**config.mk**
```make
export PLATFORM = sky130hd
export DESIGN_NAME = adc_scan_sequencer
export DESIGN_NICKNAME = d
export VERILOG_FILES = /design/src/rtl/adc_scan_sequencer.sv
export SDC_FILE = /design/constraint.sdc
export NUM_CORES = 1
export LEC_CHECK = 0
export ABC_AREA = 1
export CAP_MARGIN = 20
export CORE_AREA = 2 2 278 280
export CTS_CLUSTER_SIZE = 14
export DETAILED_ROUTE_END_ITERATION = 10
export DIE_AREA = 0 0 280 282
export SYNTH_ARGS = -nofsm -noshare
export SYNTH_HDL_FRONTEND = slang
export SYNTH_SLANG_ARGS = --single-unit
export TNS_END_PERCENT = 5
```
**constraint.sdc**
```tcl
create_clock -name clk -period 3.7 [get_ports clk]
set_input_delay 0.37 -clock clk [delete_from_list [all_inputs] [get_ports clk]]
set_output_delay 0.37 -clock clk [all_outputs]
set_load 0.1 [all_outputs]
```
**src/rtl/adc_scan_sequencer.sv**
```systemverilog
// ADC scan sequencer: steps through NCH interleaved ADC channels and hands one
// registered, channel-tagged sample per free output slot to a valid/ready sink.
module adc_scan_sequencer #(
  parameter int NCH = 32,
  parameter int W   = 21,
  parameter int CW  = $clog2(NCH)
) (
  input  logic              clk,
  input  logic              GlobalReset_n,
  input  logic [NCH*W-1:0]  x_adc_flat,
  input  logic [CW:0]       num_ch,
  input  logic              mode,
  input  logic              start,
  input  logic              stop,
  output logic [W-1:0]      x_adc,
  output logic [CW-1:0]     x_adc_ch,
  output logic              x_adc_valid,
  output logic              x_adc_last,
  input  logic              x_adc_ready,
  output logic              busy
);

  typedef enum logic {
    IDLE = 1'b0,
    SCAN = 1'b1
  } state_t;

  localparam logic [CW:0] NCH_L = (CW+1)'(NCH);
  localparam logic [CW:0] ONE_L = (CW+1)'(1);

  state_t          state_reg, state_next;
  logic [CW-1:0]   ch_reg, ch_next;
  logic [CW:0]     n_reg, n_next;
  logic            mode_reg, mode_next;
  logic            stop_pend_reg, stop_pend_next;

  logic [W-1:0]    data_reg, data_next;
  logic [CW-1:0]   tag_reg, tag_next;
  logic            valid_reg, valid_next;
  logic            last_reg, last_next;

  logic [W-1:0]    ch_data [NCH];
  logic [CW:0]     n_clamped;
  logic [CW:0]     n_minus1;
  logic            at_last;
  logic            slot_free;

  generate
    for (genvar gi = 0; gi < NCH; gi++) begin : g_unpack
      assign ch_data[gi] = x_adc_flat[gi*W +: W];
    end
  endgenerate

  // Out-of-range requests are folded into 1..NCH so the scan always terminates.
  always_comb begin
    n_clamped = num_ch;
    if (num_ch == '0) begin
      n_clamped = ONE_L;
    end else if (num_ch > NCH_L) begin
      n_clamped = NCH_L;
    end
  end

  assign n_minus1  = n_reg - ONE_L;
  assign at_last   = ({1'b0, ch_reg} == n_minus1);
  assign slot_free = !valid_reg || x_adc_ready;

  always_comb begin
    state_next     = state_reg;
    ch_next        = ch_reg;
    n_next         = n_reg;
    mode_next      = mode_reg;
    stop_pend_next = stop_pend_reg;
    data_next      = data_reg;
    tag_next       = tag_reg;
    last_next      = last_reg;
    // A consumed sample drops valid unless a fresh load below replaces it.
    valid_next     = valid_reg && !x_adc_ready;

    case (state_reg)
      IDLE: begin
        if (start) begin
          ch_next        = '0;
          stop_pend_next = 1'b0;
          n_next         = n_clamped;
          mode_next      = mode;
          state_next     = SCAN;
        end
      end

      SCAN: begin
        if (stop) begin
          stop_pend_next = 1'b1;
        end
        if (slot_free) begin
          data_next  = ch_data[ch_reg];
          tag_next   = ch_reg;
          last_next  = at_last;
          valid_next = 1'b1;
          if (!at_last) begin
            ch_next = ch_reg + CW'(1);
          end else begin
            // Continuous mode wraps straight to channel 0 without a bubble.
            ch_next = '0;
            if (!mode_reg || stop_pend_reg) begin
              state_next = IDLE;
            end
          end
        end
      end

      default: begin
        state_next = IDLE;
      end
    endcase
  end

  always_ff @(posedge clk or negedge GlobalReset_n) begin
    if (!GlobalReset_n) begin
      state_reg     <= IDLE;
      ch_reg        <= '0;
      n_reg         <= ONE_L;
      mode_reg      <= 1'b0;
      stop_pend_reg <= 1'b0;
      data_reg      <= '0;
      tag_reg       <= '0;
      valid_reg     <= 1'b0;
      last_reg      <= 1'b0;
    end else begin
      state_reg     <= state_next;
      ch_reg        <= ch_next;
      n_reg         <= n_next;
      mode_reg      <= mode_next;
      stop_pend_reg <= stop_pend_next;
      data_reg      <= data_next;
      tag_reg       <= tag_next;
      valid_reg     <= valid_next;
      last_reg      <= last_next;
    end
  end

  assign x_adc       = data_reg;
  assign x_adc_ch    = tag_reg;
  assign x_adc_valid = valid_reg;
  assign x_adc_last  = last_reg;
  assign busy        = (state_reg == SCAN);

endmodule

```
==> results of run 1 <==
==> metrics by stage <==
stage | hold WS [ns] | util [%] | cell area (sq um) | instances
6_report | 0.134 | 24.8 | 18800 | 3851
5_1_grt | 0.186 | 24.8 | 18800 | 3851
4_1_cts | 0.166 | 24.8 | 18800 | 3848
3_5_place_dp | 0.472 | 24.6 | 18600 | 3840
3_3_place_gp | 0.466 | 24.5 | 18500 | 3837
2_1_floorplan | 0.0744 | - | 10400 | 2250
==> synthesized netlist by cell type, types with 3 or more instances <==
library cell  count
o21ai_0          10
inv_1           461
dfrtp_1          41
clkbuf_1         47
buf_1            15
nand2_1         982
or2_2            84
nor2_1           11
buf_2            83
o211ai_1         21
xor2_1            3
nand3_1         479
==> power breakdown <==
group,switching [mW],internal (mW)
clock,0.242,0.321
sequential,0.329,0.694
combinational,7.09,3.23
==> worst max path at each step <==
stage | cells after the start | slack (ns) | startpoint | to
floorplan | 5 | 1.71 | busy | x_adc[19]
global placement | 11 | 0.89 | ch_reg[0] | x_adc[18]
detailed placement | 11 | 0.87 | ch_reg[0] | x_adc[18]
CTS | 11 | 0.87 | ch_reg[0] | x_adc[18]
global route | 11 | 0.75 | ch_reg[0] | x_adc[18]
finish | 11 | 0.96 | ch_reg[0] | x_adc[18]
==> per-layer routing <==
metal	vias up	wire (um)	global-route usage [%]
met5	-	61	0
met4	10	1430	3.66
met3	62	5020	3.57
met2	621	36500	32.5
met1	7047	31500	21.7
li1	7927	-	-
==> kinds of logic after synthesis <==
logic type      after synthesis
simple gates               1559
buf+inv                     611
flops                        42
compound gates               33
xor+xnor                      3
fa+ha+maj                     2
==> area by class of cell <==
type                    instances  share of cell area [%]
repair buffers                759                    40.5
multi-input cells            1597                    37.0
inverters                     464                    9.36
well taps                     978                    6.52
flip-flops and latches         42                    5.67
clock buffers                   5                   0.667
clock inverters                 3                   0.233
diodes                          3                  0.0400
==> cells in the final DEF, fill, tap and decap left out, types with 5 or more instances in the layout <==
cell type	count
buf_4	44
o211ai_1	21
nor2_1	9
nand2_1	981
or2_2	84
clkbuf_16	5
o21ai_0	10
buf_12	12
dfrtp_1	37
nand3_1	479
inv_1	460
clkdlybuf4s50_1	702
==> worst max-delay path, delay by kind of cell, from the launching register on <==
kind          cells  cell delay (ns)
simple gates      7             0.79
flops             1             0.65
buf+inv           4             1.04
==> flow_summary.json, run 1 <==
{
  "regArea_sq_um": 1060,
  "final.setup.tns_ns": 0,
  "core-area_sq_um": 75700,
  "synth_top_cell_by_area": "nand2_1",
  "fillers": 8714,
  "synth_seq_area_share_pct": 10.1,
  "reg2reg_to": "x_adc[18]",
  "cts_buffers": 5,
  "r2r_slack_ns": 0.96,
  "syn_area_sq_um": 10400,
  "max_slew_margin_pct": 21.5,
  "io_pins": 713,
  "drtPass1Iterations": 5,
  "synthesis.nets": 2936,
  "worstPathArrival_ns": 2.93,
  "yosys_warnings": 0,
  "synth_top_cell_area_share_pct": 35.5,
  "rr_worst_depth": 11,
  "min_path_type": "in2async",
  "num_vias": 15700,
  "hold_viol_final": 0,
  "cts_resized": 0,
  "critical_path_class": "reg2reg",
  "finalCriticalPeriod_ns": 2.74,
  "synth_xor_area_share_pct": 0.253,
  "outcome": "completed",
  "synth_compound_gate_area_share_pct": 2.09,
  "max_cap_violations": 0,
  "crit_chain": "inv_8, buf_12, buf_4, buf_4, nand2_1, nand3_1, nand2_1, nand2_1, nand3_1, nand3_1, nand3_1",
  "area.growth.synth_to_final_pct": 80.6,
  "cp_slowest_cell": "dfrtp_4",
  "total_power_mw": 11.9,
  "postCtsHoldBufs": 0,
  "ant_nets": 0,
  "vdd_ir_drop_max_v": 0.000404,
  "endpoint_kind": "register",
  "overflow": 0,
  "cts_sinks": 42,
  "max_stage_delay_ns": 0.65,
  "cts_tree": "yes",
  "rsz0062_at_grt": "no",
  "skew_ns": 0.00939,
  "pre_cts_ws_ns": 0.866,
  "wire_per_inst_um": 19.4,
  "cp_common_cell": "nand3_1",
  "setup_viol_count_final": 0,
  "grt_pass1_vias": 15400,
  "via_per_inst": 4.07,
  "leakagePower_nw": 9.87,
  "routabilityCongestion": 0.949,
  "initial_core_util_pct": 13.7,
  "dp_hpwl_um": 61700,
  "grt_max_degree": 136,
  "synth.area.top_cells": "nand2_1 (35%), nand3_1 (23%), inv_1 (17%)",
  "ys_types": 21,
  "synthAdderAreaFrac_pct": 0.241,
  "cts_setup_buffers": 0,
  "postRouteWirelength_um": 74500,
  "clock.fmax_mhz": 365,
  "multiInputGateArea_sq_um": 6940,
  "root_buffer": "clkbuf_16",
  "layout_setup_ws_ns": 0.959,
  "insertion_delay_ns": 0.32,
  "drtIter0Drc": 676,
  "ys_ff_latch": 42,
  "worstMarginPinSlew_ns": 1.17,
  "gr-usage-all-layers_pct": 17.9,
  "portBuffers": 712,
  "critPathRequiredTime_ns": 3.89,
  "synth_area_per_cell_sq_um": 4.62,
  "post-route-period-util_pct": 74.1,
  "synth_ff_type": "dfrtp_1",
  "synthSimpleGateAreaFrac_pct": 64.2,
  "die_w_um": 280,
  "layout-drive-gt1-share_pct": 5.61,
  "antenna_found_initial": 12,
  "path_clk_slew_ns": 0.07,
  "final_nets": 3555,
  "post-route-drc-count": 0,
  "largest_register_ffs": 21,
  "p_per_area_nw_per_um2": 635,
  "r2r-start": "ch_reg[0]",
  "synth_edf_count": 0,
  "grt_first_pass_wirelength_um": 102000,
  "htree_levels": 2,
  "drv_slew": 0,
  "synth_top_family_by_area": "simple AND/OR/NAND/NOR gates",
  "crit_fanout": 57,
  "start_kind": "register",
  "fp-row-count": 101,
  "synthCells": 2250,
  "synth_mux_area_share_pct": 0,
  "die-area_sq_um": 79000,
  "die_h_um": 282,
  "clock_path_buffers": 2,
  "synth-async-reset-ratio_pct": 100
}
Power figures use the tool's default switching activity.
==> run 2, diff against run 1 <==
Settings changed: CORE_AREA 2 2 278 280 to 2 2 276 278, DIE_AREA 0 0 280 282 to 0 0 278 280.
Clock period 3.7 ns to 2.2 ns, I/O delays scaled along.
==> run 2 against run 1 <==
Compared with the run above: first-iteration DRC count increased by 6.5%; fmax grew 27%; hold slack better by 0.29 ns; critical path type unchanged; critical endpoint is now x_adc[17]; largest cell class unchanged.
==> flow_summary.json, run 2 (synthesis gave the netlist of run 1 again) <==
{
  "num_vias": 15800,
  "leakagePower_nw": 10.4,
  "outcome": "completed",
  "ant_nets": 0,
  "initial_core_util_pct": 13.8,
  "r2r_slack_ns": 0.04,
  "clock.fmax_mhz": 462,
  "final_nets": 3632,
  "fp-row-count": 101,
  "critical_path_class": "reg2reg",
  "pre_cts_ws_ns": -0.184,
  "cp_common_cell": "nand3_1",
  "max_cap_violations": 0,
  "post-route-period-util_pct": 98.4,
  "drtPass1Iterations": 7,
  "insertion_delay_ns": 0.31,
  "max_slew_margin_pct": 70.2,
  "setup_viol_count_final": 0,
  "grt_pass1_vias": 15800,
  "overflow": 0,
  "gr-usage-all-layers_pct": 18.7,
  "rsz0062_at_grt": "no",
  "finalNonFillerCells": 3927,
  "dp.cells": 3914,
  "worstPathArrival_ns": 2.35,
  "largest_register_ffs": 21,
  "cts_buffers": 5,
  "p_int_mw": 8.50,
  "routabilityCongestion": 0.917,
  "layout_common_cells": "nand2_1 (974), clkdlybuf4s50_1 (682), nand3_1 (465), inv_1 (460), buf_4 (116)",
  "drv_slew": 0,
  "via_per_inst": 4.03,
  "postRouteWirelength_um": 76200,
  "io_pins": 713,
  "path_clk_slew_ns": 0.07,
  "clock_path_buffers": 2,
  "root_buffer": "clkbuf_16",
  "cts_tree": "yes",
  "p_per_area_nw_per_um2": 1100,
  "hold_viol_final": 0,
  "layout-drive-gt1-share_pct": 9.43,
  "final_common_cell": "nand2_1",
  "area.growth.synth_to_final_pct": 89.9,
  "finalCriticalPeriod_ns": 2.16,
  "die_h_um": 280,
  "core-area_sq_um": 75200,
  "htree_levels": 2,
  "grt_first_pass_wirelength_um": 107000,
  "vdd_ir_drop_max_v": 0.000535,
  "p_comb_share_pct": 88.6,
  "grt_max_degree": 76,
  "post-route-drc-count": 0,
  "power.share.switching_pct": 60.7,
  "worstMarginPinSlew_ns": 0.447,
  "start_kind": "register",
  "cts_setup_buffers": 0,
  "endpoint_kind": "register",
  "skew_ns": 0.00717,
  "die_w_um": 278,
  "min_path_type": "in2async",
  "critPathTopFamily": "simple AND/OR/NAND/NOR gates",
  "p_sw_mw": 13.1,
  "sequentialPowerShare_pct": 7.5,
  "clock_power_share_pct": 3.9,
  "cts_sinks": 42,
  "cp_slowest_cell": "dfrtp_4",
  "whs_ns": 0.423,
  "critPathRequiredTime_ns": 2.39,
  "layout_setup_ws_ns": 0.0355,
  "crit_fanout": 38,
  "crit_chain": "buf_12, buf_12, or2_2, nand3_1, nand3_1, nand3_1, nand2_1, nand2_1, nand3_1",
  "drtIter0Drc": 720,
  "wire_per_inst_um": 19.4,
  "dp_hpwl_um": 63800,
  "max_stage_delay_ns": 0.55,
  "critPathBufInv": 2,
  "portBuffers": 712,
  "finish.utilization_pct": 26.3,
  "die-area_sq_um": 77800,
  "antenna_found_initial": 6
}
[run 2: cell count changes in the layout (fill, tap and decap cells not counted), moves of 2 or more]
| cell | delta |
|---|---|
| nand2_2 | +7 |
| buf_4 | +72 |
| nand3_4 | +3 |
| clkdlybuf4s50_1 | -20 |
| buf_12 | +19 |
| nand2_1 | -7 |
| nand3_1 | -14 |
| buf_16 | +3 |
| inv_6 | -2 |
| nand3_2 | +11 |
| clkbuf_16 | +2 |
[run 2: through the flow]
stage | TNS (ns) | total power [mW] | instance area [sq um]
floorplan | 0 | 12.0 | 10400
global placement | -0.342 | 21.0 | 19400
detailed placement | -0.382 | 21.0 | 19400
CTS | -0.00579 | 22.0 | 19600
global route | 0 | 23.8 | 19700
finish | 0 | 21.6 | 19700
[run 2: worst paths after layout]
check / cells past startpoint / start / to
hold / removal: 3 / GlobalReset_n / x_adc_ch[2]
min in group clk: 3 / mode / mode_reg
hold reg to reg: 2 / mode_reg / mode_reg
setup reg to reg: 9 / ch_reg[0] / x_adc[17]
max in group asynchronous: 3 / GlobalReset_n / ch_reg[0]
setup / recovery: 9 / ch_reg[0] / x_adc[17]
[run 2: power by group through the flow]
stage               sequential, mW  clock, mW  combinational, mW
finish                        1.63      0.842               19.2
global route                  1.69      0.931               21.2
floorplan                     3.17          0               8.83
CTS                           1.66      0.909               19.5
detailed placement            1.65          0               19.3
global placement              1.65          0               19.3
[run 2: area by class of cell]
cell class	count	area [sq um]
Multi-Input combinational cell	1597	7060
Tap cell	978	1220
Fill cell	8605	55400
Clock buffer	6	139
Clock inverter	2	12.5
Sequential cell	42	1060
Timing Repair Buffer	836	8470
Antenna cell	2	5.00
Inverter	464	1770
[run 2: layer usage]
layer / share of wire, % / global-route usage (%)
met3: 6.1 / 3.46
met4: 1.2 / 2.25
met5: 0.017 / 0
met2: 49 / 34.2
met1: 43 / 23.2
[run 2: what timing repair did]
| action | 4_1_cts | 5_1_grt |
|---|---|---|
| hold buffers | 1 | 0 |
| endpoints found under the hold margin | 41 | 0 |
| endpoints found under the setup margin | 7 | 11 |
| resized for setup | 10 | 21 |
| gates cloned | 0 | 2 |
[run 2: worst register-to-register path, cell delays in order, from the launching register on]
cell and delay, ns:
dfrtp_4 0.55, buf_12 0.20, buf_12 0.19, or2_2 0.30, nand3_1 0.11, nand3_1 0.11
nand3_1 0.25, nand2_1 0.16, nand2_1 0.11, nand3_1 0.07
==> run 3, diff against run 2 <==
Settings changed: CORE_AREA 2 2 276 278 to 2 2 275 277, DIE_AREA 0 0 278 280 to 0 0 277 279, DONT_BUFFER_PORTS set to 1, GPL_TIMING_DRIVEN set to 0.
==> run 3 against run 2 <==
Compared with the run above: the run now ends with setup timing left; critical path depth did not move; core utilization fell by 9.5 points; sequential share of layout area rose by 3.1 points; wire length rose by 12%; hold slack got worse by 0.40 ns; final cell count fell by 17%; combinational power fell by 9.9%; sequential power rose by 110%; global-route usage rose by 2.4 points; power fell by 0.69%; largest power group unchanged.
==> flow_summary.json, run 3 (synthesis gave the netlist of run 1 again) <==
{
  "r2r-start": "ch_reg[0]",
  "routabilityCongestion": 0.921,
  "setup_viol_count_final": 1,
  "min_path_type": "in2reg",
  "leakagePower_nw": 7.52,
  "gr-usage-all-layers_pct": 21.0,
  "final_common_cell": "nand2_1",
  "htree_levels": 2,
  "die_h_um": 279,
  "drtIter0Drc": 1085,
  "vdd_ir_drop_max_v": 0.000433,
  "reg2reg_to": "x_adc[6]",
  "portBuffers": 0,
  "dp_hpwl_um": 72200,
  "crit_cells": 9,
  "clock_power_share_pct": 3.8,
  "fp-row-count": 100,
  "die_w_um": 277,
  "fillers": 8946,
  "layout_common_cells": "nand2_1 (968), inv_1 (460), nand3_1 (456), or2_2 (84), dfrtp_1 (38)",
  "skew_ns": 0.0107,
  "critPathRequiredTime_ns": 2.38,
  "post-route-period-util_pct": 100,
  "postRouteWirelength_um": 85300,
  "wire_per_inst_um": 26.3,
  "hold_viol_final": 0,
  "cts_sinks": 42,
  "crit_start": "ch_reg[0]",
  "multiInputGateArea_sq_um": 7110,
  "max_slew_margin_pct": 26.8,
  "worstPathArrival_ns": 2.38,
  "path_clk_slew_ns": 0.07,
  "critical_path_class": "reg2reg",
  "insertion_delay_ns": 0.31,
  "critPathTopFamily": "simple AND/OR/NAND/NOR gates",
  "area.growth.synth_to_final_pct": 19.5,
  "antenna_found_initial": 15,
  "die-area_sq_um": 77300,
  "total_power_mw": 21.5,
  "cp_common_cell": "nand3_1",
  "drv_slew": 0,
  "rr_worst_depth": 9,
  "crit_chain": "buf_8, buf_2, or2_2, nand3_1, nand3_1, nand3_1, nand2_2, nand2_1, nand3_1",
  "layout_setup_ws_ns": -0.000868,
  "core-area_sq_um": 74100,
  "r2r_slack_ns": -0.0009,
  "finalCriticalPeriod_ns": 2.20,
  "stdcell_area_sq_um": 12400,
  "placed_area_sq_um": 11600,
  "grt_pass1_vias": 14200,
  "ant_nets": 0,
  "worstMarginPinSlew_ns": 1.10,
  "wl_met3_um": 6650,
  "overflow": 0,
  "crit_fanout": 10,
  "p_comb_share_pct": 80.5,
  "start_kind": "register",
  "wl_met2_um": 40900,
  "num_vias": 14300,
  "layout-drive-gt1-share_pct": 12.0,
  "violations": "setup timing",
  "cp_slowest_cell": "dfrtp_2",
  "power.share.switching_pct": 70.3,
  "top_layer": "met5",
  "p_per_area_nw_per_um2": 1730,
  "outcome": "finished with violations",
  "p_sw_mw": 15.1,
  "met1Wirelength_um": 34800,
  "drtPass1Iterations": 8,
  "clock.fmax_mhz": 454,
  "clock_path_buffers": 2,
  "max_cap_violations": 0,
  "regArea_sq_um": 1060,
  "whs_ns": 0.0277,
  "io_pins": 713,
  "via_per_inst": 4.41,
  "critPathBufInv": 2,
  "p_int_mw": 6.39,
  "final_nets": 2952,
  "grt_first_pass_wirelength_um": 111000,
  "largest_register_ffs": 21,
  "initial_core_util_pct": 14.0,
  "post-route-drc-count": 0,
  "rsz0062_at_grt": "yes",
  "endpoint_kind": "register",
  "cts_tree": "yes",
  "sequentialPowerShare_pct": 15.6,
  "max_stage_delay_ns": 0.49,
  "grt_max_degree": 43,
  "crit_path_end": "x_adc[6]",
  "cts_buffers": 5,
  "root_buffer": "clkbuf_16"
}
run 3: final cells by class:
| cell class | instances | share of cell area (%) |
|---|---|---|
| clock buffers | 6 | 1.12 |
| plain buffers | 146 | 7.99 |
| clock inverters | 2 | 0.101 |
| well taps | 969 | 9.76 |
| inverters | 464 | 14.2 |
| diodes | 8 | 0.161 |
| multi-input cells | 1597 | 57.2 |
| repair buffers | 10 | 0.927 |
| flip-flops and latches | 42 | 8.52 |
run 3: timing repair:
action | in CTS | in global routing
endpoints found under the hold margin | 42 | 0
setup buffers | 4 | 0
pin swaps | 1 | 1
gates resized for setup | 147 | 54
hold buffers | 2 | 0
setup endpoints to repair | 32 | 26
run 3: worst min path at each step:
stage	from	slack, ns	cells after the start	to
floorplan	GlobalReset_n	-0.08	0	busy
global placement	GlobalReset_n	-0.07	0	mode_reg
detailed placement	GlobalReset_n	-0.07	0	mode_reg
CTS	mode	0.02	2	mode_reg
global route	mode	0.02	2	mode_reg
finish	mode	0.03	2	mode_reg
run 3: metrics by stage:
step / cells / setup TNS (ns) / util, % / setup WS [ns]
floorplan: 2250 / 0 / - / 0.209
global placement: 3219 / -19.14 / 15.7 / -1.04
detailed placement: 3221 / -18.97 / 15.7 / -1.05
CTS: 3234 / -0.270 / 16.5 / -0.0582
global route: 3242 / -0.533 / 16.8 / -0.0630
finish: 3244 / -0.000868 / 16.8 / -0.000868
run 3: power by group through the flow:
stage	combinational [mW]	clock [mW]	sequential, mW
6_report	17.3	0.826	3.36
5_1_grt	18.9	0.883	3.48
4_1_cts	17.4	0.866	3.46
3_5_place_dp	16.5	0	3.44
3_3_place_gp	16.3	0	3.53
2_1_floorplan	8.83	0	3.17
run 3: routing by layer:
| layer | vias to the layer above | global-route usage (%) |
|---|---|---|
| li1 | 6744 | - |
| met1 | 6537 | 25.3 |
| met2 | 886 | 37.1 |
| met3 | 147 | 4.84 |
| met4 | 2 | 6.33 |
| met5 | - | 0 |
